--- config.mk ---
export PLATFORM = sky130hd
export DESIGN_NAME = mips_multicycle_ctrl
export DESIGN_NICKNAME = d
export VERILOG_FILES = /design/src/rtl/mips_ctrl_pkg.sv /design/src/rtl/mips_ctrl_decode.sv /design/src/rtl/mips_multicycle_ctrl.sv
export SDC_FILE = /design/constraint.sdc
export NUM_CORES = 1
export LEC_CHECK = 0
export ABC_AREA = 1
export CAP_MARGIN = 20
export CORE_MARGIN = 2
export CORE_UTILIZATION = 40
export DETAILED_ROUTE_END_ITERATION = 10
export PLACE_DENSITY = 0.84
export SLEW_MARGIN = 20
export SYNTH_ARGS = -nofsm -noshare
export SYNTH_HDL_FRONTEND = slang
export SYNTH_SLANG_ARGS = --single-unit
--- constraint.sdc ---
create_clock -name i_clock -period 4.6 [get_ports i_clock]
set_clock_uncertainty 0.15 [all_clocks]
set_input_delay 1.38 -clock i_clock [delete_from_list [all_inputs] [get_ports i_clock]]
set_output_delay 1.38 -clock i_clock [all_outputs]
set_load 0.02 [all_outputs]
--- src/rtl/mips_ctrl_pkg.sv ---
// rtl/mips_ctrl_pkg.sv - opcodes, state enum, control encodings for the MIPS multicycle controller
// Optional JAL_LINK_EN makes jal a legal opcode.
package mips_ctrl_pkg;

  localparam logic [5:0] OP_R    = 6'b000000;
  localparam logic [5:0] OP_LW   = 6'b100011;
  localparam logic [5:0] OP_SW   = 6'b101011;
  localparam logic [5:0] OP_BEQ  = 6'b000100;
  localparam logic [5:0] OP_BNE  = 6'b000101;
  localparam logic [5:0] OP_J    = 6'b000010;
  localparam logic [5:0] OP_JAL  = 6'b000011;
  localparam logic [5:0] OP_ADDI = 6'b001000;

  typedef enum logic [3:0] {
    S_FETCH     = 4'd0,
    S_DECODE    = 4'd1,
    S_MEM_ADDR  = 4'd2,
    S_MEM_READ  = 4'd3,
    S_MEM_WB    = 4'd4,
    S_MEM_WRITE = 4'd5,
    S_EXECUTE   = 4'd6,
    S_ALU_WB    = 4'd7,
    S_BRANCH    = 4'd8,
    S_JUMP      = 4'd9,
    S_ADDI_EX   = 4'd10,
    S_ADDI_WB   = 4'd11
  } state_t;

  localparam logic [1:0] ALU_ADD   = 2'b00;
  localparam logic [1:0] ALU_SUB   = 2'b01;
  localparam logic [1:0] ALU_FUNCT = 2'b10;

  localparam logic [1:0] PCSRC_ALU    = 2'b00;
  localparam logic [1:0] PCSRC_ALUOUT = 2'b01;
  localparam logic [1:0] PCSRC_JUMP   = 2'b10;

  localparam logic [1:0] SRCB_RT    = 2'b00;
  localparam logic [1:0] SRCB_ONE   = 2'b01;
  localparam logic [1:0] SRCB_IMM   = 2'b10;
  localparam logic [1:0] SRCB_BROFF = 2'b11;

  localparam logic [1:0] RDST_RT = 2'b00;
  localparam logic [1:0] RDST_RD = 2'b01;
  localparam logic [1:0] RDST_RA = 2'b10;

  localparam logic [1:0] M2R_ALUOUT = 2'b00;
  localparam logic [1:0] M2R_MDR    = 2'b01;
  localparam logic [1:0] M2R_PC     = 2'b10;

  typedef struct packed {
    logic       pc_write;
    logic       pc_write_cond_eq;
    logic       pc_write_cond_ne;
    logic [1:0] pc_source;
    logic       iord;
    logic       mem_read;
    logic       mem_write;
    logic       ir_write;
    logic       reg_write;
    logic [1:0] reg_dst;
    logic [1:0] mem_to_reg;
    logic       alu_src_a;
    logic [1:0] alu_src_b;
    logic [1:0] alu_op;
    logic       instr_done;
    logic       illegal_op;
  } ctrl_t;

  function automatic logic op_is_legal(input logic [5:0] op);
    case (op)
      OP_R, OP_LW, OP_SW, OP_BEQ, OP_BNE, OP_J, OP_ADDI: return 1'b1;
`ifdef JAL_LINK_EN
      OP_JAL: return 1'b1;
`endif
      default: return 1'b0;
    endcase
  endfunction

endpackage

--- src/rtl/mips_ctrl_decode.sv ---
// rtl/mips_ctrl_decode.sv - combinational map from state/opcode/mem_ready to control outputs
// Optional JAL_LINK_EN adds the $31 link write in JUMP for jal.
module mips_ctrl_decode
  import mips_ctrl_pkg::*;
(
  input  state_t      i_state,
  input  logic [5:0]  i_opcode,
  input  logic        i_mem_ready,
  output ctrl_t       o_ctrl
);

  always_comb begin
    o_ctrl = '0;
    case (i_state)
      S_FETCH: begin
        o_ctrl.mem_read  = 1'b1;
        o_ctrl.alu_src_b = SRCB_ONE;
        o_ctrl.alu_op    = ALU_ADD;
        o_ctrl.pc_write  = i_mem_ready;
        o_ctrl.ir_write  = i_mem_ready;
      end
      S_DECODE: begin
        // Speculatively form PC+1+imm so BRANCH can use ALUOut directly.
        o_ctrl.alu_src_b  = SRCB_BROFF;
        o_ctrl.alu_op     = ALU_ADD;
        o_ctrl.illegal_op = !op_is_legal(i_opcode);
      end
      S_MEM_ADDR, S_ADDI_EX: begin
        o_ctrl.alu_src_a = 1'b1;
        o_ctrl.alu_src_b = SRCB_IMM;
        o_ctrl.alu_op    = ALU_ADD;
      end
      S_MEM_READ: begin
        o_ctrl.mem_read = 1'b1;
        o_ctrl.iord     = 1'b1;
      end
      S_MEM_WB: begin
        o_ctrl.reg_write  = 1'b1;
        o_ctrl.reg_dst    = RDST_RT;
        o_ctrl.mem_to_reg = M2R_MDR;
        o_ctrl.instr_done = 1'b1;
      end
      S_MEM_WRITE: begin
        o_ctrl.mem_write  = 1'b1;
        o_ctrl.iord       = 1'b1;
        o_ctrl.instr_done = i_mem_ready;
      end
      S_EXECUTE: begin
        o_ctrl.alu_src_a = 1'b1;
        o_ctrl.alu_src_b = SRCB_RT;
        o_ctrl.alu_op    = ALU_FUNCT;
      end
      S_ALU_WB: begin
        o_ctrl.reg_write  = 1'b1;
        o_ctrl.reg_dst    = RDST_RD;
        o_ctrl.instr_done = 1'b1;
      end
      S_BRANCH: begin
        o_ctrl.alu_src_a        = 1'b1;
        o_ctrl.alu_src_b        = SRCB_RT;
        o_ctrl.alu_op           = ALU_SUB;
        o_ctrl.pc_source        = PCSRC_ALUOUT;
        o_ctrl.pc_write_cond_eq = (i_opcode == OP_BEQ);
        o_ctrl.pc_write_cond_ne = (i_opcode == OP_BNE);
        o_ctrl.instr_done       = 1'b1;
      end
      S_JUMP: begin
        o_ctrl.pc_write   = 1'b1;
        o_ctrl.pc_source  = PCSRC_JUMP;
        o_ctrl.instr_done = 1'b1;
`ifdef JAL_LINK_EN
        if (i_opcode == OP_JAL) begin
          o_ctrl.reg_write  = 1'b1;
          o_ctrl.reg_dst    = RDST_RA;
          o_ctrl.mem_to_reg = M2R_PC;
        end
`endif
      end
      S_ADDI_WB: begin
        o_ctrl.reg_write  = 1'b1;
        o_ctrl.reg_dst    = RDST_RT;
        o_ctrl.instr_done = 1'b1;
      end
      default: o_ctrl = '0;
    endcase
  end

endmodule

--- src/rtl/mips_multicycle_ctrl.sv ---
// rtl/mips_multicycle_ctrl.sv - multicycle MIPS control FSM: state register, next-state, reset gating
// Define JAL_LINK_EN to make jal a legal jump-and-link; otherwise jal is illegal.
module mips_multicycle_ctrl
  import mips_ctrl_pkg::*;
(
  input  logic       i_clock,
  input  logic       i_reset,
  input  logic [5:0] i_opcode,
  input  logic       i_mem_ready,
  output logic       o_pc_write,
  output logic       o_pc_write_cond_eq,
  output logic       o_pc_write_cond_ne,
  output logic [1:0] o_pc_source,
  output logic       o_iord,
  output logic       o_mem_read,
  output logic       o_mem_write,
  output logic       o_ir_write,
  output logic       o_reg_write,
  output logic [1:0] o_reg_dst,
  output logic [1:0] o_mem_to_reg,
  output logic       o_alu_src_a,
  output logic [1:0] o_alu_src_b,
  output logic [1:0] o_alu_op,
  output logic       o_instr_done,
  output logic       o_illegal_op,
  output logic [3:0] o_state
);

  state_t r_state;
  ctrl_t  w_ctrl;
  ctrl_t  w_out;

  mips_ctrl_decode u_decode (
    .i_state     (r_state),
    .i_opcode    (i_opcode),
    .i_mem_ready (i_mem_ready),
    .o_ctrl      (w_ctrl)
  );

  // Reset forces every output low in the same cycle, abandoning any access in flight.
  assign w_out = i_reset ? '0 : w_ctrl;

  always_ff @(posedge i_clock) begin
    if (i_reset) begin
      r_state <= S_FETCH;
    end else begin
      case (r_state)
        S_FETCH:     if (i_mem_ready) r_state <= S_DECODE;
        S_DECODE: begin
          case (i_opcode)
            OP_LW, OP_SW:   r_state <= S_MEM_ADDR;
            OP_R:           r_state <= S_EXECUTE;
            OP_BEQ, OP_BNE: r_state <= S_BRANCH;
            OP_J:           r_state <= S_JUMP;
`ifdef JAL_LINK_EN
            OP_JAL:         r_state <= S_JUMP;
`endif
            OP_ADDI:        r_state <= S_ADDI_EX;
            default:        r_state <= S_FETCH;
          endcase
        end
        S_MEM_ADDR:  r_state <= (i_opcode == OP_SW) ? S_MEM_WRITE : S_MEM_READ;
        S_MEM_READ:  if (i_mem_ready) r_state <= S_MEM_WB;
        S_MEM_WRITE: if (i_mem_ready) r_state <= S_FETCH;
        S_EXECUTE:   r_state <= S_ALU_WB;
        S_ADDI_EX:   r_state <= S_ADDI_WB;
        default:     r_state <= S_FETCH;
      endcase
    end
  end

  assign o_pc_write         = w_out.pc_write;
  assign o_pc_write_cond_eq = w_out.pc_write_cond_eq;
  assign o_pc_write_cond_ne = w_out.pc_write_cond_ne;
  assign o_pc_source        = w_out.pc_source;
  assign o_iord             = w_out.iord;
  assign o_mem_read         = w_out.mem_read;
  assign o_mem_write        = w_out.mem_write;
  assign o_ir_write         = w_out.ir_write;
  assign o_reg_write        = w_out.reg_write;
  assign o_reg_dst          = w_out.reg_dst;
  assign o_mem_to_reg       = w_out.mem_to_reg;
  assign o_alu_src_a        = w_out.alu_src_a;
  assign o_alu_src_b        = w_out.alu_src_b;
  assign o_alu_op           = w_out.alu_op;
  assign o_instr_done       = w_out.instr_done;
  assign o_illegal_op       = w_out.illegal_op;
  assign o_state            = r_state;

endmodule

==> metrics.cfg, run 1 <==
[status]
outcome=completed

[cts]
postCtsHoldBufs=0
clkTransAtPathRegs_ns=0.04
htree_levels=1
clockBufferDepth=2
post_cts.repair.setup_buffers=0
cts_buffers=3
cts_tree=done
clk_latency_ns=0.23
cts-resized-gates=0
cts.sinks=4
cts_root_buf=clkbuf_4

[timing]
min_period_ns=4.49
setup_viol=0
final_hold_viol_count=0
finalCritPeriodShare_pct=97.6
fmax_mhz=223
finalMaxSlewViolations=0
setup_tns_ns=0
rsz0062_at_grt=false

[worst_hold_path]
hold_class=reg2reg
hp-start=o_state[0]$_SDFFE_PP0P_

[yosys]
synth_top_flop_cell=dfxtp_1
syn_inst=114
syn-cell-area_um2=587
synth_top_family_by_area=simple AND/OR/NAND/NOR gates
synth_common_cells=nand2_1 (31), nor2_1 (24), inv_1 (14)
postSynth.asyncResetShare_pct=0
yosys.area.top_type=nand2_1
ys_seq_area_share_pct=13.6
postSynthAreaPerCell_um2=5.15
synth.top_cell.area_share_pct=19.8
synth_top_cells_by_area=nand2_1 (20%), nor2_1 (15%), dfxtp_1 (14%), inv_1 (9.0%), nor2_2 (5.3%)
yosys_warnings=0
synth.area.mux_share_pct=0
synth.most_common_cell=nand2_1
synth_edf_count=0
synth_cell_type_count=24
synth_xor_area_share_pct=0
synth_compound_gate_area_share_pct=12.2
synthAdderAreaFrac_pct=0
ys_seq_elements=4
synthSimpleGateAreaFrac_pct=58.6

[placement]
dp.cells=159
portBuffers=31
gp_congestion=0.902
dp_hpwl_um=1410

[setup_path]
timing.rr.start=o_state[0]$_SDFFE_PP0P_
cp_max_fo=17
end_kind=output port
path_class=in2out
arrival_ns=2.96
r2r_slack_ns=3.12
crit_path_start_kind=input pin
crit_start=i_reset
crit_required_ns=3.07

[die]
ioPinCount=34
core_area_um2=1330
dieArea_um2=1790
die_x_um=42.3
die_y_um=42.3
fp-row-count=13
initial_core_util_pct=44.0

[route]
dr.pass1.iters=4
wirelength_um=1710
vias=809
drtAntennaViolNets=0
via_per_inst=4.99
wl_per_cell_um=10.5
drc_errors=0
drt_iter0_drc=25

[power]
p_seq_share_pct=27.7
p_leak_nw=0.478
powerDensity_nw_per_um2=150
p_switching_mw=0.0512
combPwrFrac_pct=42.9
clock_power_share_pct=29.4
ir_drop_v=0.000139
p_int_mw=0.0915
netSwitchingFraction_pct=35.9

[layout]
antenna_cells=0
instances_no_fill=162
nets=158
largest_reg_flops=4
drive_above_1_share_pct=12.9
post-route-util_pct=71.5
area_growth_pct=62.5

[flow_run]
cap_violations=0

[grt]
grt_pass1_wl_um=2880
grt_pass1_vias=726
track_usage_pct=19.9
overflow=0
antenna_found_initial=0
grt_max_degree=18

routing by layer:
layer  track usage (%)  vias to the layer above  part of all wire (%)  wire length [µm]
li1                  -                      424                     -                 -
met1              25.5                      353                    47               808
met2              33.5                       32                    46               793
met3              3.88                        0                   6.2               106
met4              5.63                        0                     0                 0
met5                 0                        -                     0                 0
path summary, 6_finish.rpt:
check        cells after the start                       to
max                              6             o_instr_done
min                              2  o_state[0]$_SDFFE_PP0P_
max reg2reg                      6  o_state[0]$_SDFFE_PP0P_
min reg2reg                      2  o_state[0]$_SDFFE_PP0P_
power groups by stage:
stage	clock network, mW	logic [mW]	registers, mW
5_1_grt	0.0466	0.0668	0.0399
2_1_floorplan	0	0.0351	0.0407
6_report	0.0419	0.0612	0.0396
3_3_place_gp	0	0.0604	0.0399
4_1_cts	0.0439	0.0613	0.0393
3_5_place_dp	0	0.0611	0.0399
cell usage in the layout (no fill, tap or decap):
master            n
nand3_1           6
dlymetal6s2s_1    3
buf_4             1
a31oi_1           2
nor2_2            5
clkbuf_4          3
a21oi_2           2
buf_12            1
nor4_1            2
nand4_1           2
nor4_2            1
clkdlybuf4s50_1  28
o21ai_0           1
o22ai_1           1
nor2_4            1
o31ai_1           1
inv_2             3
nor3_1            3
dfxtp_1           4
nand2_1          31
nand2_2           2
inv_1            14
a21oi_1           3
nor2_1           24
conb_1            2
o211ai_1          1
cell type report:
cell class	count	area (µm²)
clock buffers	3	22.5
fillers	119	380
inverters	17	63.8
multi-input cells	90	423
flip-flops and latches	4	80.1
well taps	15	18.8
repair buffers	33	345
critical path, cell delays in order:
cell and delay, ns:
clkdlybuf4s50_1 0.47, buf_12 0.18, nor2_1 0.14, nand2_1 0.06
o31ai_1 0.07, clkdlybuf4s50_1 0.65
logic make-up (layout without fill, tap and decap cells):
group                  count (synthesis)  in the layout
AO/OA/AOI/OAI                         11             11
buffers and inverters                 21             53
flip-flops                             4              4
other                                  1              2
AND/OR/NAND/NOR                       77             77
stage by stage:
step	setup WS, ns	cell area (µm²)	hold slack [ns]	total power, mW
floorplan	0.783	591	0.515	0.0758
global placement	0.0791	923	0.487	0.100
detailed placement	0.0700	923	0.489	0.101
CTS	0.0693	946	0.498	0.145
global route	0.0614	953	0.549	0.153
finish	0.111	953	0.516	0.143
No activity file was read; power rests on OpenSTA's default activity.
==> run 2, diff against run 1 <==
--- a/config.mk
+++ b/config.mk
@@ -9,6 +9,7 @@
 export CAP_MARGIN = 20
 export CORE_MARGIN = 2
 export CORE_UTILIZATION = 40
+export CTS_CLUSTER_DIAMETER = 40
 export DETAILED_ROUTE_END_ITERATION = 10
 export PLACE_DENSITY = 0.84
 export SLEW_MARGIN = 20
==> results of run 2 <==
No change in the layout: final DEF, timing and power equal those of run 1.
==> run 3, diff against run 2 <==
--- a/config.mk
+++ b/config.mk
@@ -8,10 +8,10 @@
 export ABC_AREA = 1
 export CAP_MARGIN = 20
 export CORE_MARGIN = 2
-export CORE_UTILIZATION = 40
+export CORE_UTILIZATION = 37
 export CTS_CLUSTER_DIAMETER = 40
 export DETAILED_ROUTE_END_ITERATION = 10
-export PLACE_DENSITY = 0.84
+export PLACE_DENSITY_LB_ADDON = 0.3
 export SLEW_MARGIN = 20
 export SYNTH_ARGS = -nofsm -noshare
 export SYNTH_HDL_FRONTEND = slang
==> constraint.sdc (replaced) <==
create_clock -name i_clock -period 4.15 [get_ports i_clock]
set_clock_uncertainty 0.15 [all_clocks]
set_input_delay 1.245 -clock i_clock [delete_from_list [all_inputs] [get_ports i_clock]]
set_output_delay 1.245 -clock i_clock [all_outputs]
set_load 0.02 [all_outputs]
==> metrics.cfg, run 3 (synthesis results as in run 1) <==
[route]
via_per_inst=4.84  ; was 4.99
vias=833  ; was 809
drt_iter0_drc=21  ; was 25
wirelength_um=1830  ; was 1710 µm
drtAntennaViolNets=0  ; unchanged
drc_errors=0  ; unchanged
wl_per_cell_um=10.7  ; was 10.5 µm
dr.pass1.iters=4  ; unchanged

[layout]
fillers=147  ; was 119
finalInstanceArea_um2=1020  ; was 953 µm²
final_common_cell=nand2_1  ; unchanged
final_cell_mix=nand2_1 (31), nor2_1 (24), clkdlybuf4s50_1 (18)  ; was nand2_1 (31), clkdlybuf4s50_1 (28), nor2_1 (24)
drive_above_1_share_pct=17.9  ; was 12.9%
nets=167  ; was 158
antenna_cells=0  ; unchanged
largest_reg_flops=4  ; unchanged
area_growth_pct=73.8  ; was 62.5%
instances_no_fill=172  ; was 162

[grt]
overflow=0  ; unchanged
grt_max_degree=14  ; was 18
track_usage_pct=20.0  ; was 19.9%
grt_use_met2_pct=33.2  ; was 33.5%
busiest_layer=met2  ; unchanged
use_met3_pct=2.50  ; was 3.88%
grt_pass1_vias=759  ; was 726
antenna_found_initial=0  ; unchanged
grt_use_met1_pct=25.9  ; was 25.5%
grt_pass1_wl_um=3030  ; was 2880 µm

[setup_path]
end_kind=output port  ; unchanged
crit_required_ns=2.75  ; was 3.07 ns
arrival_ns=2.69  ; was 2.96 ns
cp_max_fo=13  ; was 17
crit_path_start_kind=input pin  ; unchanged
path_class=in2out  ; unchanged

[power]
p_switching_mw=0.0562  ; was 0.0512 mW
power.total_mw=0.159  ; was 0.143 mW
p_seq_share_pct=27.3  ; was 27.7%
combPwrFrac_pct=44.4  ; was 42.9%
p_int_mw=0.103  ; was 0.0915 mW
powerDensity_nw_per_um2=156  ; was 150 nW/µm²
ir_drop_v=0.000161  ; was 0.000139 V
clock_power_share_pct=28.3  ; was 29.4%
p_leak_nw=0.638  ; was 0.478 nW
netSwitchingFraction_pct=35.3  ; was 35.9%

[cts]
clockBufferDepth=2  ; unchanged
cts_tree=done  ; unchanged
clk_latency_ns=0.23  ; about the same
cts_buffers=3  ; unchanged
htree_levels=1  ; unchanged
cts.sinks=4  ; unchanged
cts_root_buf=clkbuf_4  ; unchanged
clkTransAtPathRegs_ns=0.03  ; was 0.04 ns

[timing]
final_hold_viol_count=0  ; unchanged
finalCritPeriodShare_pct=98.3
fmax_mhz=245
postLayoutSetupSlackWorst_ns=0.0689  ; was 0.111 ns
rsz0062_at_grt=false  ; unchanged
finalMaxSlewViolations=0  ; unchanged
setup_viol=0  ; unchanged
min_period_ns=4.08

[placement]
portBuffers=31  ; unchanged
pre_cts_ws_ns=-0.0966  ; was 0.0700 ns
placed_cell_area_um2=980  ; was 923 µm²
gp_congestion=0.876  ; was 0.902
dp_hpwl_um=1480  ; was 1410 µm
dp.cells=169  ; was 159

[die]
core_area_um2=1490  ; was 1330 µm²
dieArea_um2=1920  ; was 1790 µm²
fp-row-count=14  ; was 13
die_y_um=43.8  ; was 42.3 µm
die_x_um=43.8  ; was 42.3 µm
initial_core_util_pct=39.4  ; was 44.0%
ioPinCount=34  ; unchanged

[worst_hold_path]
hold_class=reg2reg  ; unchanged

[status]
outcome=completed  ; unchanged

[flow_run]
cap_violations=0  ; unchanged

-- run 3: cell types whose count changed in the layout (fill, tap and decap cells not counted), sizes merged --
cell           before  now
dlygate4sd2         0    4
buf                 2   11
dlymetal6s2s        3    9
clkdlybuf4s50      28   18
-- run 3: stage by stage --
step | util (%) | setup TNS (ns) | hold slack, ns
after CTS | 67.0 | 0 | 0.475
after detailed placement | 65.8 | -0.291 | 0.468
after global routing | 68.5 | 0 | 0.517
after floorplan | - | 0 | 0.515
final | 68.5 | 0 | 0.481
after global placement | 65.8 | -0.183 | 0.471
-- run 3: path summary, 6_finish.rpt --
path	from	end	slack, ns	cells past startpoint
worst max register to register	o_state[0]$_SDFFE_PP0P_	o_state[2]$_SDFFE_PP0P_	2.69	7
worst min-delay path	o_state[0]$_SDFFE_PP0P_	o_state[0]$_SDFFE_PP0P_	0.48	2
worst max-delay path	i_reset	o_alu_src_b[0]	0.07	4
worst min register to register	o_state[0]$_SDFFE_PP0P_	o_state[0]$_SDFFE_PP0P_	0.48	2
-- run 3: critical path: stages --
cell,delay (ns)
clkdlybuf4s50_1,0.42
buf_4,0.19
nor3_1,0.19
clkdlybuf4s50_1,0.63
-- run 3: what timing repair did --
item,4_1_cts,5_1_grt
setup endpoints to repair,4,9
hold endpoints to repair,0,0
gates resized for setup,4,9
buffers inserted,0,0
hold buffers,0,0
-- run 3: layout make-up --
cell class	count	area (µm²)	share of cell area, %
multi-input cells	90	423	41.5
repair buffers	42	410	40.2
flip-flops and latches	4	80.1	7.85
inverters	17	63.8	6.26
clock buffers	3	22.5	2.21
well taps	16	20.0	1.96
-- run 3: power groups by stage --
stage	sequential [mW]	clock (mW)	combinational [mW]
floorplan	0.0451	0	0.0389
global placement	0.0440	0	0.0703
detailed placement	0.0440	0	0.0712
CTS	0.0434	0.0477	0.0710
global route	0.0437	0.0514	0.0778
finish	0.0435	0.0450	0.0708
-- run 3: layer usage --
metal	vias up	share of wire, %
li1	443	-
met1	354	43
met2	34	48
met3	2	7.5
met4	0	0.55
met5	-	0
==> patch, RTL diff (flow settings as in run 3) <==
Reset style: asynchronous (`i_reset`), changed in one clocked block.
--- a/src/rtl/mips_multicycle_ctrl.sv
+++ b/src/rtl/mips_multicycle_ctrl.sv
@@ -41,5 +41,5 @@
   assign w_out = i_reset ? '0 : w_ctrl;
 
-  always_ff @(posedge i_clock) begin
+  always_ff @(posedge i_clock or posedge i_reset) begin
     if (i_reset) begin
       r_state <= S_FETCH;
Formal check against the unedited RTL: differs if i_reset is asserted again (counterexample within 4 cycles, from zero or initial values and one cycle with i_reset high); with i_reset held inactive, the same outputs for 10 cycles.
==> patch against run 3 <==
Setup slack improved by 0.033 ns. Design area is 2.9% higher. Core utilization fell by 0.39 points. Synthesized cell count rose by 1.8%. Die area rose by 5.2%. Via count rose by 3.0%. Sequential cell count is the same. Synthesized area grew 5.8%. Global-route usage grew 0.88 points. Routed wire length about the same. Critical endpoint unchanged.
Power is not compared: it rests on default switching activity, and its combinational part moved more than twofold at a synthesized area within 25%.
==> patch: results <==
{
  "synthArstFlopShare": 1.000,
  "route.met2.wl_um": 938,
  "grt_pass1_vias": 766,
  "gr-usage-met1": 0.2854,
  "final_nets": 170,
  "clk_share": 0.02145,
  "met1_length_um": 794,
  "ys.flop_type": "dfrtp_1",
  "r2r_slack_ns": 2.75,
  "synth_commonest_cells": "30 x nand2_1, 18 x inv_1, 18 x nor2_1, 10 x nand3_1",
  "worst-path-max-fanout": 4,
  "grt_usage": 0.2086,
  "viasPerCell": 4.903,
  "seq_cells": 4,
  "regArea_sq_um": 100.1,
  "grt_max_degree": 7,
  "bufAreaShareNonClock": 0.3802,
  "status": "finished, final reports clean",
  "multi_input_area_share": 0.4017,
  "die_width_um": 44.96,
  "seq_area_frac_synth": 0.1613,
  "inv_count": 23,
  "r2r-end": "o_state[0]",
  "wl_per_cell_um": 10.48,
  "timing.rr.start": "o_state[0]",
  "cts_resized": 6,
  "drive_gt1_frac": 0.2201,
  "rr_worst_depth": 8,
  "wl_met3_um": 80,
  "postLayoutCellArea_sq_um": 1050,
  "ys_top_cells_by_area": "nand2_1 18%, dfrtp_1 16%, inv_1 11%, nor2_1 11%, nand3_1 8.1%"
}
-- patch: changes by cell type in the layout (fill, tap and decap cells not counted), moves of 4 or more --
cell / run 3 / this run
nor2_1: 24 / 18
dfrtp_1: 0 / 4
dfxtp_1: 4 / 0
dlymetal6s2s_1: 9 / 5
nand3_1: 6 / 10
-- patch: logic make-up after synthesis --
family	count (synthesis)	share of synthesized area
simple gates	75	0.5766
flops	4	0.1613
other cells	1	0.006043
buf+inv	26	0.1714
compound gates	10	0.08468
-- patch: how the worst min path moves through the flow --
stage,from,endpoint,slack [ns],cells after the start
2_1_floorplan,o_state[0],o_state[0],0.55,2
3_3_place_gp,o_state[0],o_state[0],0.51,2
3_5_place_dp,o_state[0],o_state[0],0.53,2
4_1_cts,o_state[0],o_state[0],0.53,2
5_1_grt,o_state[0],o_state[0],0.60,2
6_report,o_state[0],o_state[0],0.53,2
